<file path="config.mk">
export PLATFORM = sky130hd
export DESIGN_NAME = bec_result_unloader
export DESIGN_NICKNAME = d
export VERILOG_FILES = /design/src/rtl/bec_pkg.sv /design/src/rtl/bec_word_mux.sv /design/src/rtl/bec_result_unloader.sv
export SDC_FILE = /design/constraint.sdc
export NUM_CORES = 1
export LEC_CHECK = 0
export CORE_ASPECT_RATIO = 0.6
export CORE_MARGIN = 3
export CORE_UTILIZATION = 44
export CTS_CLUSTER_SIZE = 14
export DETAILED_ROUTE_END_ITERATION = 16
export HOLD_SLACK_MARGIN = 0.05
export PLACE_DENSITY = 0.78
export SLEW_MARGIN = 0
export SYNTH_ARGS = -nofsm -noshare
export SYNTH_HDL_FRONTEND = slang
export SYNTH_HIERARCHICAL = 1
export SYNTH_SLANG_ARGS = --single-unit
</file>
<file path="constraint.sdc">
create_clock -name clk -period 2.2 [get_ports clk]
set_clock_uncertainty 0.15 [all_clocks]
set_input_delay 0.66 -clock clk [delete_from_list [all_inputs] [get_ports clk]]
set_output_delay 0.66 -clock clk [all_outputs]
set_load 0.05 [all_outputs]
</file>
<file path="src/rtl/bec_pkg.sv">
// Shared constants and state encoding for the BEC core result/load datapaths.
package bec_pkg;

  localparam int BEC_DATA_W    = 163;
  localparam int BEC_WORD_W    = 32;
  localparam int BEC_NUM_WORDS = (BEC_DATA_W + BEC_WORD_W - 1) / BEC_WORD_W;
  localparam int BEC_IDX_W     = $clog2(BEC_NUM_WORDS);
  localparam int BEC_STATUS_W  = 4;

  typedef enum logic {
    IDLE = 1'b0,
    SEND = 1'b1
  } bec_state_e;

endpackage

</file>
<file path="src/rtl/bec_word_mux.sv">
// Selects word idx_i (LSW first) from the wide result, zero-padding the top word.
// Purely combinational; out-of-range indices return zero.
module bec_word_mux
  import bec_pkg::*;
#(
  parameter int  DATA_W    = BEC_DATA_W,
  parameter int  WORD_W    = BEC_WORD_W,
  localparam int NUM_WORDS = (DATA_W + WORD_W - 1) / WORD_W,
  localparam int IDX_W     = $clog2(NUM_WORDS)
) (
  input  logic [DATA_W-1:0] shadow_i,
  input  logic [IDX_W-1:0]  idx_i,
  output logic [WORD_W-1:0] word_o
);

  localparam int PAD_W = NUM_WORDS * WORD_W;

  logic [PAD_W-1:0] padded;

  assign padded = PAD_W'(shadow_i);

  always_comb begin
    word_o = '0;
    for (int i = 0; i < NUM_WORDS; i++) begin
      if (idx_i == IDX_W'(i)) begin
        word_o = padded[i*WORD_W +: WORD_W];
      end
    end
  end

endmodule

</file>
<file path="src/rtl/bec_result_unloader.sv">
// Shadows the BEC core result on each done rise and streams it as WORD_W words, LSW first.
// First word valid 1 cycle after the rise; words hold while m_ready_i is low; a rise mid-frame is dropped and flagged.
module bec_result_unloader
  import bec_pkg::*;
#(
  parameter int  DATA_W    = BEC_DATA_W,
  parameter int  WORD_W    = BEC_WORD_W,
  localparam int NUM_WORDS = (DATA_W + WORD_W - 1) / WORD_W,
  localparam int IDX_W     = $clog2(NUM_WORDS)
) (
  input  logic                    clk,
  input  logic                    rst_n,
  input  logic                    done_i,
  input  logic [DATA_W-1:0]       data_i,
  input  logic [BEC_STATUS_W-1:0] status_i,
  input  logic                    abort_i,
  input  logic                    ovf_clr_i,
  output logic                    m_valid_o,
  input  logic                    m_ready_i,
  output logic [WORD_W-1:0]       m_data_o,
  output logic [IDX_W-1:0]        m_idx_o,
  output logic                    m_last_o,
  output logic [BEC_STATUS_W-1:0] status_o,
  output logic                    busy_o,
  output logic                    overrun_o,
  output logic [7:0]              frames_o
);

  localparam logic [IDX_W-1:0] LAST_IDX = IDX_W'(NUM_WORDS - 1);

  bec_state_e              state_q, state_d;
  logic [IDX_W-1:0]        idx_q, idx_d;
  logic [DATA_W-1:0]       shadow_q, shadow_d;
  logic [BEC_STATUS_W-1:0] status_q, status_d;
  logic [7:0]              frames_q, frames_d;
  logic                    ovf_q, ovf_d;
  logic                    done_q;

  logic              rise;
  logic              sending;
  logic              hs;
  logic              last_hs;
  logic              capture;
  logic              ovf_set;
  logic [WORD_W-1:0] mux_word;

  assign rise    = done_i & ~done_q;
  assign sending = (state_q == SEND);
  assign hs      = sending & m_ready_i;
  assign last_hs = hs & (idx_q == LAST_IDX);
  // A new result is taken whenever the shadow is free by the end of this cycle.
  assign capture = rise & (~sending | abort_i | last_hs);
  assign ovf_set = rise & sending & ~abort_i & ~last_hs;

  always_ff @(posedge clk or negedge rst_n) begin
    if (!rst_n) begin
      state_q  <= IDLE;
      idx_q    <= '0;
      shadow_q <= '0;
      status_q <= '0;
      frames_q <= '0;
      ovf_q    <= 1'b0;
      done_q   <= 1'b0;
    end else begin
      state_q  <= state_d;
      idx_q    <= idx_d;
      shadow_q <= shadow_d;
      status_q <= status_d;
      frames_q <= frames_d;
      ovf_q    <= ovf_d;
      done_q   <= done_i;
    end
  end

  always_comb begin
    state_d  = state_q;
    idx_d    = idx_q;
    shadow_d = shadow_q;
    status_d = status_q;
    frames_d = frames_q;

    case (state_q)
      IDLE: ;
      SEND: begin
        if (abort_i) begin
          state_d = IDLE;
          idx_d   = '0;
        end else if (last_hs) begin
          state_d  = IDLE;
          idx_d    = '0;
          frames_d = frames_q + 8'd1;
        end else if (hs) begin
          idx_d = idx_q + IDX_W'(1);
        end
      end
      default: state_d = IDLE;
    endcase

    if (capture) begin
      state_d  = SEND;
      idx_d    = '0;
      shadow_d = data_i;
      status_d = status_i;
    end
  end

  // Set beats clear so an overrun landing on the clear pulse is not lost.
  assign ovf_d = ovf_set | (ovf_q & ~ovf_clr_i);

  bec_word_mux #(
    .DATA_W (DATA_W),
    .WORD_W (WORD_W)
  ) u_word_mux (
    .shadow_i (shadow_q),
    .idx_i    (idx_q),
    .word_o   (mux_word)
  );

  assign m_valid_o = sending;
  assign busy_o    = sending;
  assign m_data_o  = sending ? mux_word : '0;
  assign m_idx_o   = idx_q;
  assign m_last_o  = sending & (idx_q == LAST_IDX);
  assign status_o  = status_q;
  assign overrun_o = ovf_q;
  assign frames_o  = frames_q;

endmodule

</file>
==> results of run 1 <==
metal layers:
layer	vias to the layer above	GRT usage (%)	share of wire, %
li1	2946	-	-
met1	3301	33.9	47
met2	248	36.2	45
met3	23	5.49	6.7
met4	4	5.75	1.1
met5	-	0	0.12
final cells by class:
cell class	instances	area share, %
flip-flops and latches	181	33.8
multi-input cells	412	29.9
repair buffers	314	29.5
clock buffers	19	3.22
well taps	260	2.42
clock inverters	12	1.07
inverters	7	0.196
through the flow:
step | hold WS (ns) | worst slack (ns) | utilization (%)
after CTS | 0.340 | -0.646 | 70.3
after floorplan | 0.214 | -0.214 | -
final | 0.330 | -0.654 | 72.3
after detailed placement | 0.326 | -0.389 | 64.2
after global placement | 0.308 | -0.363 | 64.2
after global routing | 0.350 | -0.705 | 72.3
sequential cells by signal (all words and copies together) (netlist names):
register and cells:
status_o 4, m_idx_o 3, busy_o 1, done_q 1
frames_o 8, shadow_q 163, overrun_o 1
kinds of logic after synthesis:
kind of cell	count (synthesis)	share of synthesized area [%]
buffers and inverters	58	4.49
muxes	200	25.8
and+or+nand+nor	99	6.64
DFF	181	52.8
AOI/OAI and AO/OA	103	9.13
adders and majority gates	3	0.438
xor gates and xnor gates	7	0.715
power groups by stage:
stage	sequential, mW	clock (mW)	combinational, mW
after detailed placement	4.30	0	2.86
after CTS	4.26	3.08	3.06
final	4.27	3.03	3.18
after floorplan	4.26	0	1.55
after global placement	4.27	0	2.81
after global routing	4.34	3.23	3.36
worst max-delay path, stage by stage, from the launching register on:
cell and delay [ns]:
dfrtp_4 0.50, buf_12 0.17, buf_6 0.13, mux2i_1 0.14, o21ai_1 0.08, a221o_1 0.30
and2_4 0.17, buf_12 0.14
worst paths after layout:
| path | start | endpoint | slack (ns) | cells after the start |
|---|---|---|---|---|
| worst max-delay path | m_idx_o[1] | m_data_o[0] | -0.65 | 7 |
| worst min-delay path | frames_o[7] | frames_o[7] | 0.33 | 1 |
| worst max register to register | m_idx_o[1] | shadow_q[90] | -0.37 | 10 |
| worst min register to register | frames_o[7] | frames_o[7] | 0.33 | 1 |
| max in group asynchronous | rst_n | shadow_q[62] | 0.69 | 3 |
| min in group asynchronous | rst_n | frames_o[0] | 0.58 | 2 |
repair_timing:
item,CTS,global route
endpoints found under the setup margin,197,204
hold endpoints to repair,38,0
setup buffers,10,6
gates cloned,8,6
pin swaps,1,13
gates resized for setup,46,35
hold buffers,1,0
cells in the final DEF, fill, tap and decap left out, drive strengths merged, types with 2 or more instances in the layout:
master and n:
nor4 2, bufbuf 8, nand3b 6, clkdlybuf4s50 171, nand2b 3, bufinv 2
nand4 3, clkbuf 24, a221o 3, o22ai 30, and3 3, nor2 2
and2 32, xor2 4, a22oi 29, buf 129, o21a 29, xnor2 3
clkinv 2, nand2 10, o21ai 5, mux2 168, clkinvlp 3, nor3 2
a21oi 2, nor2b 2, o32ai 3, mux2i 32, ha 3, nand3 31
dfrtp 181, inv 12
==> flow_summary.ini, run 1 <==
[run_status]
outcome = finished with violations
failed_checks = negative setup slack

[timing]
fin_ws_ns = -0.654
fmax_mhz = 350
max-slew-margin-rel_pct = 68.2
worst_slew_pin_slew_ns = 0.477
fin_crit_ns = 2.85
rsz0062_at_grt = true
setup_violations = 202
fin_tns_setup_ns = -60.38
finalCritPeriodShare_pct = 130
finalMaxSlewViolations = 0
final_hold_viol_count = 0

[power_and_ir_drop]
p_sw_share_pct = 29.4
clockPowerShare_pct = 28.9
power_frac_seq_pct = 40.8
power.internal_mw = 7.41
vdd_drop_max_mv = 0.467
total_power_mw = 10.5
power.leakage_nw = 5.47
p_comb_share_pct = 30.3
p_switching_mw = 3.08
power.density_mw_per_mm2 = 780

[global_route]
grt_pass1_vias = 6960
grt_usage_pct = 23.5
grt_pass1_wl_um = 38400
grt_max_degree = 46
antenna_found_initial = 2
grt-ovfl-total = 0

[synth]
synth_top_area_share_pct = 52.8
synth-main-ff-cell = dfrtp_1
synth_seq_cells = 181
synthCells = 651
ys_top_cells_by_area = dfrtp_1 (53%), mux2_1 (13%), mux2_2 (9.3%)
synth_nets = 827
yosys.area.top_type = dfrtp_1
synth_edf_count = 0
synth_most_common_cell = dfrtp_1
syn_area_per_cell_um2 = 13.2
synth_cell_types = 39
async_flop_share_pct = 100
syn_area_mm2 = 0.00858
ys_seq_area_share_pct = 52.8
yosysWarnings = 6
netlist_top_cells_count = dfrtp_1 (181), mux2_1 (97), mux2_2 (71)

[floorplanning]
fp.dieH_um = 114
fp.dieW_um = 186
die_area_mm2 = 0.0213
initial_core_util_pct = 46.1
ioPinCount = 224
rows = 38
core-area_mm2 = 0.0186

[critical_path]
crit_path_start_kind = register
critical_path.max_fanout = 7
critPathCaptureType = output port
critical_path_class = register to output port
cp.required_ns = 1.39
arrival_ns = 2.04

[cells_and_area]
syn2layout_area_growth_pct = 56.6
drive_gt1_share_pct = 35.6
multi_input_area_mm2 = 0.00401
fin_area_mm2 = 0.0134
instances_no_fill = 1205
fillers = 1223
seqCellArea_mm2 = 0.00454
nets = 1109
antenna_cells = 0

[placement]
placed_cells = 1145
gp_congestion = 0.779
dpl_cell_area_mm2 = 0.0119
portBuffers = 223
place_hpwl_um = 17000

[clocking]
htreeDepth = 4
root_buffer = clkbuf_16
clock_latency_ns = 0.42
cts_tree = yes
cts_buffers = 17
cts.reportedPaths.clkPinSlew_ns = 0.07
cts_buffer_depth = 2
clock-sinks = 181

[drt]
dr.pass1.iters = 5
drc_errors = 0
postRouteWirelength_um = 25800
ant_nets = 0
wl_per_cell_um = 21.4
vias = 6522
viasPerCell = 5.41
drt_iter0_drc = 418

[run]
max_cap_violations = 0

[worst_hold_path]
hp-class = register to register
(Power assumes the default switching activity.)
==> run 2, diff against run 1 <==
--- a/config.mk
+++ b/config.mk
@@ -5,8 +5,8 @@
 export SDC_FILE = /design/constraint.sdc
 export NUM_CORES = 1
 export LEC_CHECK = 0
-export CORE_ASPECT_RATIO = 0.6
-export CORE_MARGIN = 3
+export CORE_ASPECT_RATIO = 1.2
+export CORE_MARGIN = 8
 export CORE_UTILIZATION = 44
 export CTS_CLUSTER_SIZE = 14
 export DETAILED_ROUTE_END_ITERATION = 16
==> run 2 against run 1 <==
The run still ends with negative setup slack left. Final cell count increased by 0.33%. Combinational power increased by 2%. Utilization decreased by 1.9 points. Final area increased by 1.3%. Critical path type unchanged. Critical endpoint is now m_data_o[25].
==> flow_summary.ini, run 2 (same netlist as run 1, synthesis figures left out) <==
[run_status]
outcome = finished with violations
failed_checks = negative setup slack

[floorplanning]
rows = 56
core-area_mm2 = 0.0193
initial_core_util_pct = 44.4
fp.dieW_um = 143
ioPinCount = 224
die_area_mm2 = 0.0242
fp.dieH_um = 169

[power_and_ir_drop]
power.internal_mw = 7.38
p_switching_mw = 3.00
clockPowerShare_pct = 27.7
power.leakage_nw = 5.56
p_comb_share_pct = 31.2
vdd_drop_max_mv = 0.536
p_sw_share_pct = 28.9
power_frac_seq_pct = 41.1
power.density_mw_per_mm2 = 763

[clocking]
htreeDepth = 4
clock_latency_ns = 0.43
cts_tree = yes
root_buffer = clkbuf_16
cts.reportedPaths.clkPinSlew_ns = 0.07
cts_buffer_depth = 2
clock-sinks = 181
cts_buffers = 17

[critical_path]
reg2regPathDepth = 11
crit_path_start_kind = register
cp.required_ns = 1.39
critical_path.max_fanout = 7
critPathCaptureType = output port
critical_path_class = register to output port
arrival_ns = 2.08

[cells_and_area]
fillers = 1356
syn2layout_area_growth_pct = 58.7
regMostFlops = shadow_q
layout_common_cells = dfrtp_1 (177), clkdlybuf4s50_1 (171), mux2_1 (75)
final_common_cell = dfrtp_1
fin_area_mm2 = 0.0136
nets = 1112
largest_reg_flops = 163
drive_gt1_share_pct = 35.8

[drt]
wl_per_cell_um = 22.2
drt_iter0_drc = 295
postRouteWirelength_um = 26800
viasPerCell = 5.39
ant_nets = 0
drc_errors = 0
vias = 6521
dr.pass1.iters = 6

[placement]
gp_congestion = 0.851
portBuffers = 223
dpl_cell_area_mm2 = 0.0118
place_hpwl_um = 16900

[timing]
fin_ws_ns = -0.688
max-slew-margin-rel_pct = 69.9
rsz0062_at_grt = true
finalCritPeriodShare_pct = 131
fin_crit_ns = 2.89
finalMaxSlewViolations = 0
setup_violations = 205
final_hold_viol_count = 0
worst_slew_pin_slew_ns = 0.451
fin_tns_setup_ns = -76.46
fmax_mhz = 346

[worst_hold_path]
hold-path-cell-count = 1
hp-class = register to register

[global_route]
grt-ovfl-total = 0
antenna_found_initial = 2
grt_pass1_wl_um = 40100
grt_usage_pct = 21.7
grt_pass1_vias = 7203
grt_max_degree = 45

[run]
max_cap_violations = 0
-- run 2: cell types whose count changed in the layout (fill, tap and decap cells not counted), moves of 3 or more --
cell      delta
clkinv_2     +3
buf_6        -6
buf_4        -4
buf_16      +12
mux2_4      +15
a22oi_1      +4
inv_6        -5
mux2_1      -15
o22ai_1      +5
a22oi_2      -4
buf_8        +3
o22ai_2      -5
-- run 2: final timing paths --
kind                                   from       endpoint  slack, ns
max in group asynchronous             rst_n   shadow_q[50]       0.69
worst min-delay path            frames_o[7]    frames_o[7]       0.32
worst max register to register   m_idx_o[1]   shadow_q[53]      -0.43
worst max-delay path             m_idx_o[1]   m_data_o[25]      -0.69
min in group asynchronous             rst_n  shadow_q[161]       0.58
worst min register to register  frames_o[7]    frames_o[7]       0.32
-- run 2: power by group through the flow --
stage	clock (mW)	combinational, mW	sequential (mW)
after global placement	0	2.79	4.26
after floorplan	0	1.55	4.26
after detailed placement	0	2.84	4.29
after CTS	2.94	3.08	4.23
after global routing	3.07	3.41	4.33
final	2.88	3.24	4.26
-- run 2: timing repair --
item / 4_1_cts / 5_1_grt
hold buffers: 1 / 0
endpoints found under the hold margin: 37 / 0
gates resized for setup: 44 / 48
buffers inserted: 13 / 11
gates cloned: 17 / 7
setup endpoints to repair: 185 / 210
pin swaps: 14 / 15
-- run 2: stage by stage --
step / utilization, % / cells / power, mW / worst slack, ns / hold WS [ns]
4_1_cts: 68.0 / 1192 / 10.3 / -0.648 / 0.330
3_3_place_gp: 61.0 / 1131 / 7.05 / -0.339 / 0.310
5_1_grt: 70.4 / 1209 / 10.8 / -0.769 / 0.346
6_report: 70.4 / 1209 / 10.4 / -0.688 / 0.324
3_5_place_dp: 61.0 / 1131 / 7.13 / -0.354 / 0.317
2_1_floorplan: - / 651 / 5.82 / -0.214 / 0.214
-- run 2: metal layers --
metal	vias to the layer above	part of all wire (%)	global-route usage [%]
li1	2944	-	-
met1	3286	38	24.8
met2	222	52	37.8
met3	67	5.7	5.67
met4	2	3.5	9.02
met5	-	0.037	0
-- run 2: layout make-up --
class                   instances  area (um2)  share of cell area, %
diodes                          1        2.50                 0.0184
clock buffers                  22         464                   3.41
clock inverters                 8        78.8                  0.579
inverters                       7        26.3                  0.193
multi-input cells             412        3990                   29.3
flip-flops and latches        181        4540                   33.3
well taps                     261         327                   2.40
repair buffers                317        4190                   30.8
-- run 2: worst max-delay path, stage by stage, from the launching register on --
cell and delay [ns]:
dfrtp_4 0.55, buf_12 0.17, buf_16 0.15, mux2i_1 0.22, o21a_1 0.18, o22ai_1 0.07, and2_4 0.17, buf_12 0.14
==> run 3, diff against run 2 <==
--- a/config.mk
+++ b/config.mk
@@ -7,11 +7,13 @@
 export LEC_CHECK = 0
 export CORE_ASPECT_RATIO = 1.2
 export CORE_MARGIN = 8
-export CORE_UTILIZATION = 44
+export CORE_UTILIZATION = 46
+export CTS_BUF_LIST = sky130_fd_sc_hd__clkbuf_2 sky130_fd_sc_hd__clkbuf_4 sky130_fd_sc_hd__clkbuf_8
 export CTS_CLUSTER_SIZE = 14
 export DETAILED_ROUTE_END_ITERATION = 16
 export HOLD_SLACK_MARGIN = 0.05
-export PLACE_DENSITY = 0.78
+export PLACE_DENSITY = 0.8
+export REMOVE_ABC_BUFFERS = 1
 export SLEW_MARGIN = 0
 export SYNTH_ARGS = -nofsm -noshare
 export SYNTH_HDL_FRONTEND = slang
==> run 3 against run 2 <==
Sequential share of layout area rose by 2.9 points. Fmax up 1.4%. Combinational power fell by 11%. Sequential power is 0.9% lower. The flow still finishes with violations (negative setup slack). Non-clock buffer count down 24. Hold slack improved by 0.010 ns.
==> flow_summary.ini, run 3 (same netlist as run 1, synthesis figures left out) <==
[power_and_ir_drop]
power_frac_seq_pct = 45.4
p_comb_share_pct = 31.0
p_sw_share_pct = 29.0
vdd_drop_max_mv = 0.461
total_power_mw = 9.31
power.internal_mw = 6.61
p_switching_mw = 2.70
clockPowerShare_pct = 23.7
power.leakage_nw = 5.08
power.density_mw_per_mm2 = 743

[critical_path]
arrival_ns = 2.04
critical_path.max_fanout = 6
critPathCaptureType = output port
crit_path_frequent_cell = buf_12
cp.required_ns = 1.39
crit_path_start_kind = register
path_cells = buf_12 > buf_4 > mux2i_1 > o21ai_1 > a221o_1 > and2_4 > buf_12
reg2regPathDepth = 10
cpMaxStageDelayCell = dfrtp_4
critical-path-max-stage-delay_ns = 0.50
critical_path_class = register to output port

[global_route]
grt_pass1_wl_um = 36000
met3_usage_pct = 5.35
grt-ovfl-total = 0
grt_usage_pct = 19.6
antenna_found_initial = 0
busiest_layer = met2
grt_pass1_vias = 6773
met1_usage_pct = 22.9
use_met2_pct = 34.5
grt_max_degree = 65

[drt]
postRouteWirelength_um = 22800
ant_nets = 0
drt_iter0_drc = 210
vias = 6227
drc_errors = 0
viasPerCell = 5.43
wl_per_cell_um = 19.9
dr.pass1.iters = 4

[cells_and_area]
regMostFlops = shadow_q
fin_area_mm2 = 0.0125
nets = 1088
antenna_cells = 0
drive_gt1_share_pct = 30.7
final_common_cell = dfrtp_1
final_core_util_pct = 68.7
syn2layout_area_growth_pct = 46.0
largest_reg_flops = 163
layout_common_cells = dfrtp_1 (178), clkdlybuf4s50_1 (171), mux2_1 (97)

[timing]
rsz0062_at_grt = true
holdWs_ns = 0.334
finalMaxSlewViolations = 0
fin_ws_ns = -0.648
fmax_mhz = 351
final_hold_viol_count = 0
worst_slew_pin_slew_ns = 0.363
finalCritPeriodShare_pct = 129
max-slew-margin-rel_pct = 75.8
setup_violations = 201
fin_crit_ns = 2.85

[clocking]
cts_buffers = 17
clock-sinks = 181
clock_latency_ns = 0.44
cts.reportedPaths.clkPinSlew_ns = 0.09
root_buffer = clkbuf_8
cts_tree = yes
htreeDepth = 4
cts_buffer_depth = 2

[floorplanning]
ioPinCount = 224
fp.dieW_um = 141
core-area_mm2 = 0.0182
rows = 54
initial_core_util_pct = 47.0
die_area_mm2 = 0.0233
fp.dieH_um = 166

[worst_hold_path]
hold-path-cell-count = 1
hp-class = register to register

[placement]
dpl_cell_area_mm2 = 0.0118
place_hpwl_um = 16700
gp_congestion = 0.778
portBuffers = 223
place_worst_setup_slack_ns = -0.352

[run]
max_cap_violations = 0

[run_status]
outcome = finished with violations
failed_checks = negative setup slack
run 3: changes by cell type in the layout (fill, tap and decap cells not counted), moves of 6 or more:
cell and change:
clkbuf_16 -22, mux2_1 +22, mux2_4 -22, clkbuf_8 +16, buf_16 -13, buf_4 +10
buf_8 -6
run 3: metrics by stage:
step	cells	TNS [ns]
detailed placement	1105	-58.51
finish	1147	-49.17
global route	1147	-64.01
global placement	1105	-57.58
CTS	1143	-41.93
floorplan	600	-1016.55
run 3: repair_timing:
action / 4_1_cts / 5_1_grt
endpoints found under the hold margin: 31 / 0
setup endpoints to repair: 203 / 205
hold buffers: 1 / 0
gates resized for setup: 34 / 19
buffers inserted: 5 / 3
gates cloned: 2 / 1
pin swaps: 5 / 5
run 3: cell type report:
cell class | count | area (um2)
clock buffers | 22 | 278
inverters | 7 | 26.3
clock inverters | 8 | 101
fillers | 1335 | 5720
flip-flops and latches | 181 | 4540
repair buffers | 293 | 3470
well taps | 224 | 280
multi-input cells | 412 | 3830
run 3: layer usage:
metal  up-vias  wire (um)
met4         0        382
met1      3122       9330
met3        25       1320
met5         -          0
li1       2892          -
met2       188      11800
run 3: worst paths after layout:
path / to / slack, ns / from
max in group asynchronous: shadow_q[85] / 0.68 / rst_n
min in group asynchronous: shadow_q[0] / 0.52 / rst_n
max: m_data_o[0] / -0.65 / m_idx_o[1]
max reg2reg: shadow_q[4] / -0.26 / m_idx_o[1]
min reg2reg: frames_o[7] / 0.33 / frames_o[7]
min: frames_o[7] / 0.33 / frames_o[7]
run 3: power groups by stage:
stage | clock network (mW) | registers (mW) | logic [mW]
after CTS | 2.29 | 4.22 | 2.85
after global routing | 2.40 | 4.29 | 3.06
final | 2.20 | 4.22 | 2.88
after floorplan | 0 | 4.32 | 1.35
after global placement | 0 | 4.25 | 2.67
after detailed placement | 0 | 4.29 | 2.72
run 3: critical path, delay by kind of cell (launching register included):
family | cells | cell delay [ns]
AOI/OAI and AO/OA | 2 | 0.36
buffers and inverters | 3 | 0.42
DFF | 1 | 0.50
muxes | 1 | 0.14
and+or+nand+nor | 1 | 0.17
